**config.mk**
```make
export PLATFORM = sky130hd
export DESIGN_NAME = xyolo_write_flat
export DESIGN_NICKNAME = d
export VERILOG_FILES = /design/src/rtl/xyolo_write_pkg.sv /design/src/rtl/xyolo_write_if.sv /design/src/rtl/xwrite_sched.sv /design/src/rtl/xyolo_write.sv /design/src/flat_wrapper.sv
export SDC_FILE = /design/constraint.sdc
export NUM_CORES = 1
export LEC_CHECK = 0
export ABC_CLOCK_PERIOD_IN_PS = 15300
export BUFFER_PORTS_ARGS = -buffer_cell sky130_fd_sc_hd__buf_2
export CAP_MARGIN = 20
export CORE_AREA = 2 2 126 128
export DETAILED_ROUTE_END_ITERATION = 10
export DIE_AREA = 0 0 128 130
export PLACE_DENSITY = 0.79
export SLEW_MARGIN = 0
export SYNTH_ARGS = -nofsm -noshare
export SYNTH_HDL_FRONTEND = slang
export SYNTH_SLANG_ARGS = --single-unit
```
**constraint.sdc**
```tcl
create_clock -name clk -period 15.3 [get_ports clk]
set_input_delay 4.59 -clock clk [delete_from_list [all_inputs] [get_ports clk]]
set_output_delay 4.59 -clock clk [all_outputs]
set_load 0.01 [all_outputs]
```
**src/rtl/xyolo_write_pkg.sv**
```systemverilog
// Shared widths, FSM states and latched schedule configuration for the YOLO write-back unit.
package xyolo_write_pkg;

    localparam int unsigned DATA_W   = 32;
    localparam int unsigned ADDR_W   = 10;
    localparam int unsigned PERIOD_W = 10;

    typedef enum logic [1:0] {
        ST_IDLE,
        ST_DLY,
        ST_XFER,
        ST_DONE
    } state_e;

    // Schedule held for the whole run; period/duty are stored already normalised.
    typedef struct packed {
        logic [ADDR_W-1:0]   iterations;
        logic [PERIOD_W-1:0] period;
        logic [PERIOD_W-1:0] duty;
        logic [PERIOD_W-1:0] delay;
        logic [ADDR_W-1:0]   incr;
        logic [ADDR_W-1:0]   shift;
    } sched_cfg_t;

    function automatic logic [PERIOD_W-1:0] eff_period(input logic [PERIOD_W-1:0] period);
        return (period == '0) ? PERIOD_W'(1) : period;
    endfunction

endpackage

```
**src/rtl/xyolo_write_if.sv**
```systemverilog
// Flow-in, configuration and memory write port bundle of the YOLO write-back unit.
interface xyolo_write_if;
    import xyolo_write_pkg::*;

    logic                run;
    logic                pause;
    logic [DATA_W-1:0]   flow_in;
    logic [ADDR_W-1:0]   iterations;
    logic [PERIOD_W-1:0] period;
    logic [PERIOD_W-1:0] duty;
    logic [PERIOD_W-1:0] delay;
    logic [ADDR_W-1:0]   start;
    logic [ADDR_W-1:0]   incr;
    logic [ADDR_W-1:0]   shift;
    logic                mem_en;
    logic [ADDR_W-1:0]   mem_addr;
    logic [DATA_W-1:0]   mem_data;
    logic                busy;
    logic                done;

    modport master (
        output run, pause, flow_in, iterations, period, duty, delay, start, incr, shift,
        input  mem_en, mem_addr, mem_data, busy, done
    );

    modport slave (
        input  run, pause, flow_in, iterations, period, duty, delay, start, incr, shift,
        output mem_en, mem_addr, mem_data, busy, done
    );

endinterface

```
**src/rtl/xwrite_sched.sv**
```systemverilog
// Delay / phase / iteration counters and address accumulator for the write-back schedule.
module xwrite_sched
    import xyolo_write_pkg::*;
(
    input  logic              clk,
    input  logic              rst,
    input  logic              load_i,
    input  logic              dly_en_i,
    input  logic              xfer_en_i,
    input  logic [ADDR_W-1:0] start_i,
    input  sched_cfg_t        cfg_i,
    output logic              dly_end_c,
    output logic              sample_c,
    output logic              last_c,
    output logic [ADDR_W-1:0] addr_o
);

    logic [PERIOD_W-1:0] dly_q, dly_d;
    logic [PERIOD_W-1:0] p_q, p_d;
    logic [ADDR_W-1:0]   i_q, i_d;
    logic [ADDR_W-1:0]   addr_q, addr_d;
    logic                p_end_c;
    logic                final_p_c;

    // With duty=0 nothing is written, so the schedule ends on the last phase of the last period.
    always_comb begin
        p_end_c   = (p_q == cfg_i.period - PERIOD_W'(1));
        final_p_c = (cfg_i.duty == '0) ? p_end_c : (p_q == cfg_i.duty - PERIOD_W'(1));
        sample_c  = xfer_en_i && (p_q < cfg_i.duty);
        dly_end_c = dly_en_i && (dly_q == cfg_i.delay - PERIOD_W'(1));
        last_c    = xfer_en_i && (i_q == cfg_i.iterations - ADDR_W'(1)) && final_p_c;

        dly_d  = dly_q;
        p_d    = p_q;
        i_d    = i_q;
        addr_d = addr_q;
        if (load_i) begin
            dly_d  = '0;
            p_d    = '0;
            i_d    = '0;
            addr_d = start_i;
        end else if (dly_en_i) begin
            dly_d = dly_q + PERIOD_W'(1);
        end else if (xfer_en_i) begin
            addr_d = addr_q + (sample_c ? cfg_i.incr : '0) + (p_end_c ? cfg_i.shift : '0);
            if (p_end_c) begin
                p_d = '0;
                i_d = i_q + ADDR_W'(1);
            end else begin
                p_d = p_q + PERIOD_W'(1);
            end
        end
    end

    always_ff @(posedge clk) begin
        if (rst) begin
            dly_q  <= '0;
            p_q    <= '0;
            i_q    <= '0;
            addr_q <= '0;
        end else begin
            dly_q  <= dly_d;
            p_q    <= p_d;
            i_q    <= i_d;
            addr_q <= addr_d;
        end
    end

    assign addr_o = addr_q;

endmodule

```
**src/rtl/xyolo_write.sv**
```systemverilog
// Versat YOLO write-back: samples flow_in on a delay/period/duty schedule and drives a
// registered memory write port with start/incr/shift addressing.
module xyolo_write
    import xyolo_write_pkg::*;
(
    input  logic         clk,
    input  logic         rst,
    xyolo_write_if.slave bus
);

    state_e            state_q;
    sched_cfg_t        cfg_q, cfg_d;
    logic              mem_en_q;
    logic [ADDR_W-1:0] mem_addr_q;
    logic [DATA_W-1:0] mem_data_q;
    logic              busy_q;
    logic              done_q;

    logic              run_ok_c;
    logic              load_c;
    logic              dly_en_c;
    logic              xfer_en_c;
    logic              dly_end_c;
    logic              sample_c;
    logic              last_c;
    logic [ADDR_W-1:0] sched_addr;

    always_comb begin
        cfg_d            = '0;
        cfg_d.iterations = bus.iterations;
        cfg_d.period     = eff_period(bus.period);
        cfg_d.duty       = (bus.duty > cfg_d.period) ? cfg_d.period : bus.duty;
        cfg_d.delay      = bus.delay;
        cfg_d.incr       = bus.incr;
        cfg_d.shift      = bus.shift;
    end

    assign run_ok_c  = bus.run && ((state_q == ST_IDLE) || (state_q == ST_DONE));
    assign load_c    = run_ok_c && (bus.iterations != '0);
    assign dly_en_c  = (state_q == ST_DLY) && !bus.pause;
    assign xfer_en_c = (state_q == ST_XFER) && !bus.pause;

    xwrite_sched u_sched (
        .clk       (clk),
        .rst       (rst),
        .load_i    (load_c),
        .dly_en_i  (dly_en_c),
        .xfer_en_i (xfer_en_c),
        .start_i   (bus.start),
        .cfg_i     (cfg_q),
        .dly_end_c (dly_end_c),
        .sample_c  (sample_c),
        .last_c    (last_c),
        .addr_o    (sched_addr)
    );

    // Control FSM plus the one-cycle output register stage.
    always_ff @(posedge clk) begin
        if (rst) begin
            state_q    <= ST_IDLE;
            cfg_q      <= '0;
            mem_en_q   <= 1'b0;
            mem_addr_q <= '0;
            mem_data_q <= '0;
            busy_q     <= 1'b0;
            done_q     <= 1'b0;
        end else begin
            mem_en_q <= sample_c;
            if (sample_c) begin
                mem_addr_q <= sched_addr;
                mem_data_q <= bus.flow_in;
            end
            unique case (state_q)
                ST_IDLE, ST_DONE: begin
                    if (run_ok_c) begin
                        cfg_q <= cfg_d;
                        if (bus.iterations == '0) begin
                            state_q <= ST_DONE;
                            done_q  <= 1'b1;
                        end else begin
                            state_q <= (bus.delay == '0) ? ST_XFER : ST_DLY;
                            busy_q  <= 1'b1;
                            done_q  <= 1'b0;
                        end
                    end
                end
                ST_DLY: begin
                    if (dly_end_c) state_q <= ST_XFER;
                end
                ST_XFER: begin
                    if (last_c) begin
                        state_q <= ST_DONE;
                        busy_q  <= 1'b0;
                        done_q  <= 1'b1;
                    end
                end
                default: state_q <= ST_IDLE;
            endcase
        end
    end

    assign bus.mem_en   = mem_en_q;
    assign bus.mem_addr = mem_addr_q;
    assign bus.mem_data = mem_data_q;
    assign bus.busy     = busy_q;
    assign bus.done     = done_q;

endmodule
```
**src/flat_wrapper.sv**
```systemverilog
// flat-port wrapper written by rule: the top's interface ports become plain ports
module xyolo_write_flat import xyolo_write_pkg::*;
  (clk, rst, bus_run, bus_pause, bus_flow_in, bus_iterations, bus_period, bus_duty, bus_delay, bus_start, bus_incr, bus_shift, bus_mem_en, bus_mem_addr, bus_mem_data, bus_busy, bus_done);
  xyolo_write_if bus_i ();
  input  logic clk;
  input  logic rst;
  input wire logic [$bits(bus_i.run)-1:0] bus_run;
  input wire logic [$bits(bus_i.pause)-1:0] bus_pause;
  input wire logic [$bits(bus_i.flow_in)-1:0] bus_flow_in;
  input wire logic [$bits(bus_i.iterations)-1:0] bus_iterations;
  input wire logic [$bits(bus_i.period)-1:0] bus_period;
  input wire logic [$bits(bus_i.duty)-1:0] bus_duty;
  input wire logic [$bits(bus_i.delay)-1:0] bus_delay;
  input wire logic [$bits(bus_i.start)-1:0] bus_start;
  input wire logic [$bits(bus_i.incr)-1:0] bus_incr;
  input wire logic [$bits(bus_i.shift)-1:0] bus_shift;
  output wire logic [$bits(bus_i.mem_en)-1:0] bus_mem_en;
  output wire logic [$bits(bus_i.mem_addr)-1:0] bus_mem_addr;
  output wire logic [$bits(bus_i.mem_data)-1:0] bus_mem_data;
  output wire logic [$bits(bus_i.busy)-1:0] bus_busy;
  output wire logic [$bits(bus_i.done)-1:0] bus_done;
  assign bus_i.run = bus_run;
  assign bus_i.pause = bus_pause;
  assign bus_i.flow_in = bus_flow_in;
  assign bus_i.iterations = bus_iterations;
  assign bus_i.period = bus_period;
  assign bus_i.duty = bus_duty;
  assign bus_i.delay = bus_delay;
  assign bus_i.start = bus_start;
  assign bus_i.incr = bus_incr;
  assign bus_i.shift = bus_shift;
  assign bus_mem_en = bus_i.mem_en;
  assign bus_mem_addr = bus_i.mem_addr;
  assign bus_mem_data = bus_i.mem_data;
  assign bus_busy = bus_i.busy;
  assign bus_done = bus_i.done;
  xyolo_write u_core (.clk(clk), .rst(rst), .bus(bus_i));
endmodule
```
==> impl_results.md <==
* Number of synthesized register bits at around 150
* Area delta synth->final at 17.4%
* Slowest cell on the critical path: buf_4
* Worst Path Required at between 15 and 20 ns
* Hold Path Class: reg -> reg
* PwrDens at ~140 mW/mm2
* Avg Cell Area, Syn at between 8 and 9 um2
* Synth top area cells: dfxtp_1 36%, mux2i_1 6.8%, nand2_1 6.2%
* Worst Setup End Kind: flop
* Net Sw Frac at around two fifths
* Register area at 0.00294 mm2
* LEAKAGE at 4.04 nW
* Max Slew Vio Count at 0
* Pre-CTS setup slack at approximately 6.5 ns
* Mapped Nets at ~1,100
* Depth of the CTS H-tree at 4
* RSZ-0062 raised after global routing: false
* Post-Route WL at 20,400 um
* Setup ws final at just under 7 ns
* Status: completed
* Multi-input gate area at between 0.004 and 0.005 mm2
* Ys async rst share at 0%
* GRT Total Usage at between 20% and 30%
* Worst slew pin tran at around 0.90 ns
* Vias in the first global route at about 7,000
* N_diodes at 0
* Final setup skew at 0.0142 ns
* Fin nets at roughly 1,300
* Filler cell count at about 1,400
* Int Pwr at 0.860 mW
* Fmax at between 100 and 150 MHz
* CTS sink count at 147
* Initial Utilization at between 50 and 60%
* Dominant synthesized flop cell: dfxtp_1
* Full die area at around 0.017 mm2
* Final design area excluding fillers at 0.00970 mm2
* DP Wirelength at approximately 15,000 um
* Max FO, Critical Path at slightly above 50
* Initial antenna violation count at 1
* Num rows at 46
* Layout Utilization at between 60% and 70%
* Final Cycle Share at between 50% and 60%
* Setup violators final at 0
* TritonCTS buffer count at 17
* Worst ir drop on vdd at between 0.09 and 0.1 mV
* Placed cell area at just over 0.009 mm2
* Final hold violations at 0
* Hold_buf cts at 0
* Die X at 128 um
* Crit path time final at between 8 and 9 ns
* CTS tree: done
* Post-synthesis sequential area ratio at a little over a third
* Core area at 0.0154 mm2
* Clock power share at approximately 30%
* Die span in y at between 100 and 150 um
* Proportion of layout cells with a drive suffix above 1 at between 10% and 20%
* Via count at between 7,000 and 8,000
* I/O Buffers at 150
* GRT overflow at 0
* DRC at 0
* Count of cell types in the netlist at 65
* Yosys top cell area share at between 30 and 40%
* Hold Crit Depth at 2
* Worst reg2reg path depth at 19
* Clock tree buffer depth at 2
* Largest net degree at the start of global routing at 88
* DR pass1 iterations at 5
* Switching power at 0.542 mW
* Most common cell in the netlist: dfxtp_1
* CTS root buffer: clkbuf_16
* Post-Place Cells at ~1,300
* Vias/cell at around 5.6
* Routed Antenna Nets at 0
* Cells after Synth at slightly below 1,000
* Critical path type: in -> reg
* Crit path arrival time at 8.77 ns
* CTS resizes at 0
* Max cap viols at 0
* Largest area contributor in the netlist: dfxtp_1
* Critical path launch point type: input port
* Ports at between 150 and 200
* Total negative slack at 0 ns
* Part of the power in combinational logic at between 30% and 40%
* Wire length per cell at roughly 15 um
* DR iter-0 viols at around 440
* Max incr delay on CP at approximately 0.6 ns
* Yosys warns at 0
* Max-slew headroom at about two fifths
* Final non-filler cell total at about 1,300
* First-pass GRT wire length at around 34,000 um
* Clock-pin slew on the worst setup and hold paths at around 0.07 ns
* Post-CTS Setup Inserts at 0
* Crit-path cells: buf_2, nand2b_1, a211oi_1, o21ai_0, nor2_4, buf_4, and2_1, fa_1, ha_1, inv_1, fa_1, nor2b_1, o21ai_0, a21oi_1, o41ai_1, xnor2_1, xnor2_1, xor2_1, o32ai_1
* Clk_lat worst skew at 0.44 ns
* Top post-synthesis cells by count: 147 x dfxtp_1, 137 x nand2_1, 129 x nor2_1
* Post-synth EDFFs at 0
* Mapped cell area at 0.00827 mm2
* Final GP Congestion at around 0.86
* Sequential share of power at 35.7%
[power by group through the flow]
stage | logic (mW) | clock network (mW) | registers (mW)
2_1_floorplan | 0.368 | 0 | 0.493
3_3_place_gp | 0.459 | 0 | 0.505
3_5_place_dp | 0.472 | 0 | 0.508
4_1_cts | 0.474 | 0.430 | 0.500
5_1_grt | 0.535 | 0.448 | 0.508
6_report | 0.475 | 0.427 | 0.500
[through the flow]
stage | hold slack, ns | power (mW)
floorplan | 0.431 | 0.862
global route | 0.480 | 1.49
global placement | 0.439 | 0.964
finish | 0.457 | 1.40
detailed placement | 0.449 | 0.979
CTS | 0.459 | 1.40
[area by class of cell]
cell class / count / share of cell area (%)
clock inverter: 15 / 2.08
tap: 192 / 2.48
inverter: 41 / 1.59
multi-input combinational: 755 / 50.9
clock buffer: 17 / 4.38
timing repair buffer: 156 / 8.23
sequential: 147 / 30.3
[cells in the final DEF (no fill, tap or decap), types with 29 or more instances in the layout]
cell	count
buf_2	149
mux2i_1	56
xnor2_1	51
nand2_1	137
a21oi_1	66
inv_1	41
nor2_1	128
xor2_1	29
ha_1	38
dfxtp_1	147
[critical path, delay by kind of cell]
| kind | cells | cell delay [ns] |
|---|---|---|
| AO/OA/AOI/OAI | 6 | 1.40 |
| XOR/XNOR | 3 | 0.46 |
| adder cells (fa/ha/maj) | 3 | 0.82 |
| buffers and inverters | 3 | 0.78 |
| AND/OR/NAND/NOR | 4 | 0.64 |
[routing by layer]
layer / vias to the layer above / routed length (um) / GRT usage, %
li1: 3662 / - / -
met5: - / 0 / 0
met4: 0 / 290 / 6.92
met1: 3489 / 8930 / 31.9
met3: 27 / 1390 / 6.11
met2: 230 / 9810 / 42.8
[registers in the layout, summed over array words and instances (netlist names)]
signal	count
u_core.bus.mem_en	1
u_core.bus.busy	1
u_core.bus.mem_data	32
u_core.cfg_q	60
u_core.u_sched.p_q	10
u_core.state_q	2
u_core.u_sched.addr_o	10
u_core.bus.mem_addr	10
u_core.bus.done	1
u_core.u_sched.dly_q	10
u_core.u_sched.i_q	10
[cell families after synthesis]
group,count (synthesis),synth area share [%]
AOI/OAI and AO/OA,160,12.7
DFF,147,35.6
buffers and inverters,92,4.71
muxes,56,6.78
xor gates and xnor gates,80,8.48
adders and majority gates,48,8.17
and+or+nand+nor,411,23.5
[worst paths after layout]
| kind | endpoint | startpoint | slack (ns) |
|---|---|---|---|
| hold / removal | u_core.cfg_q[1] | u_core.cfg_q[1] | 0.46 |
| hold reg to reg | u_core.cfg_q[1] | u_core.cfg_q[1] | 0.46 |
| setup / recovery | u_core.u_sched.addr_o[9] | bus_pause | 6.86 |
| setup reg to reg | u_core.u_sched.addr_o[9] | u_core.u_sched.p_q[8] | 10.18 |
No activity file was read; power rests on OpenSTA's default activity.
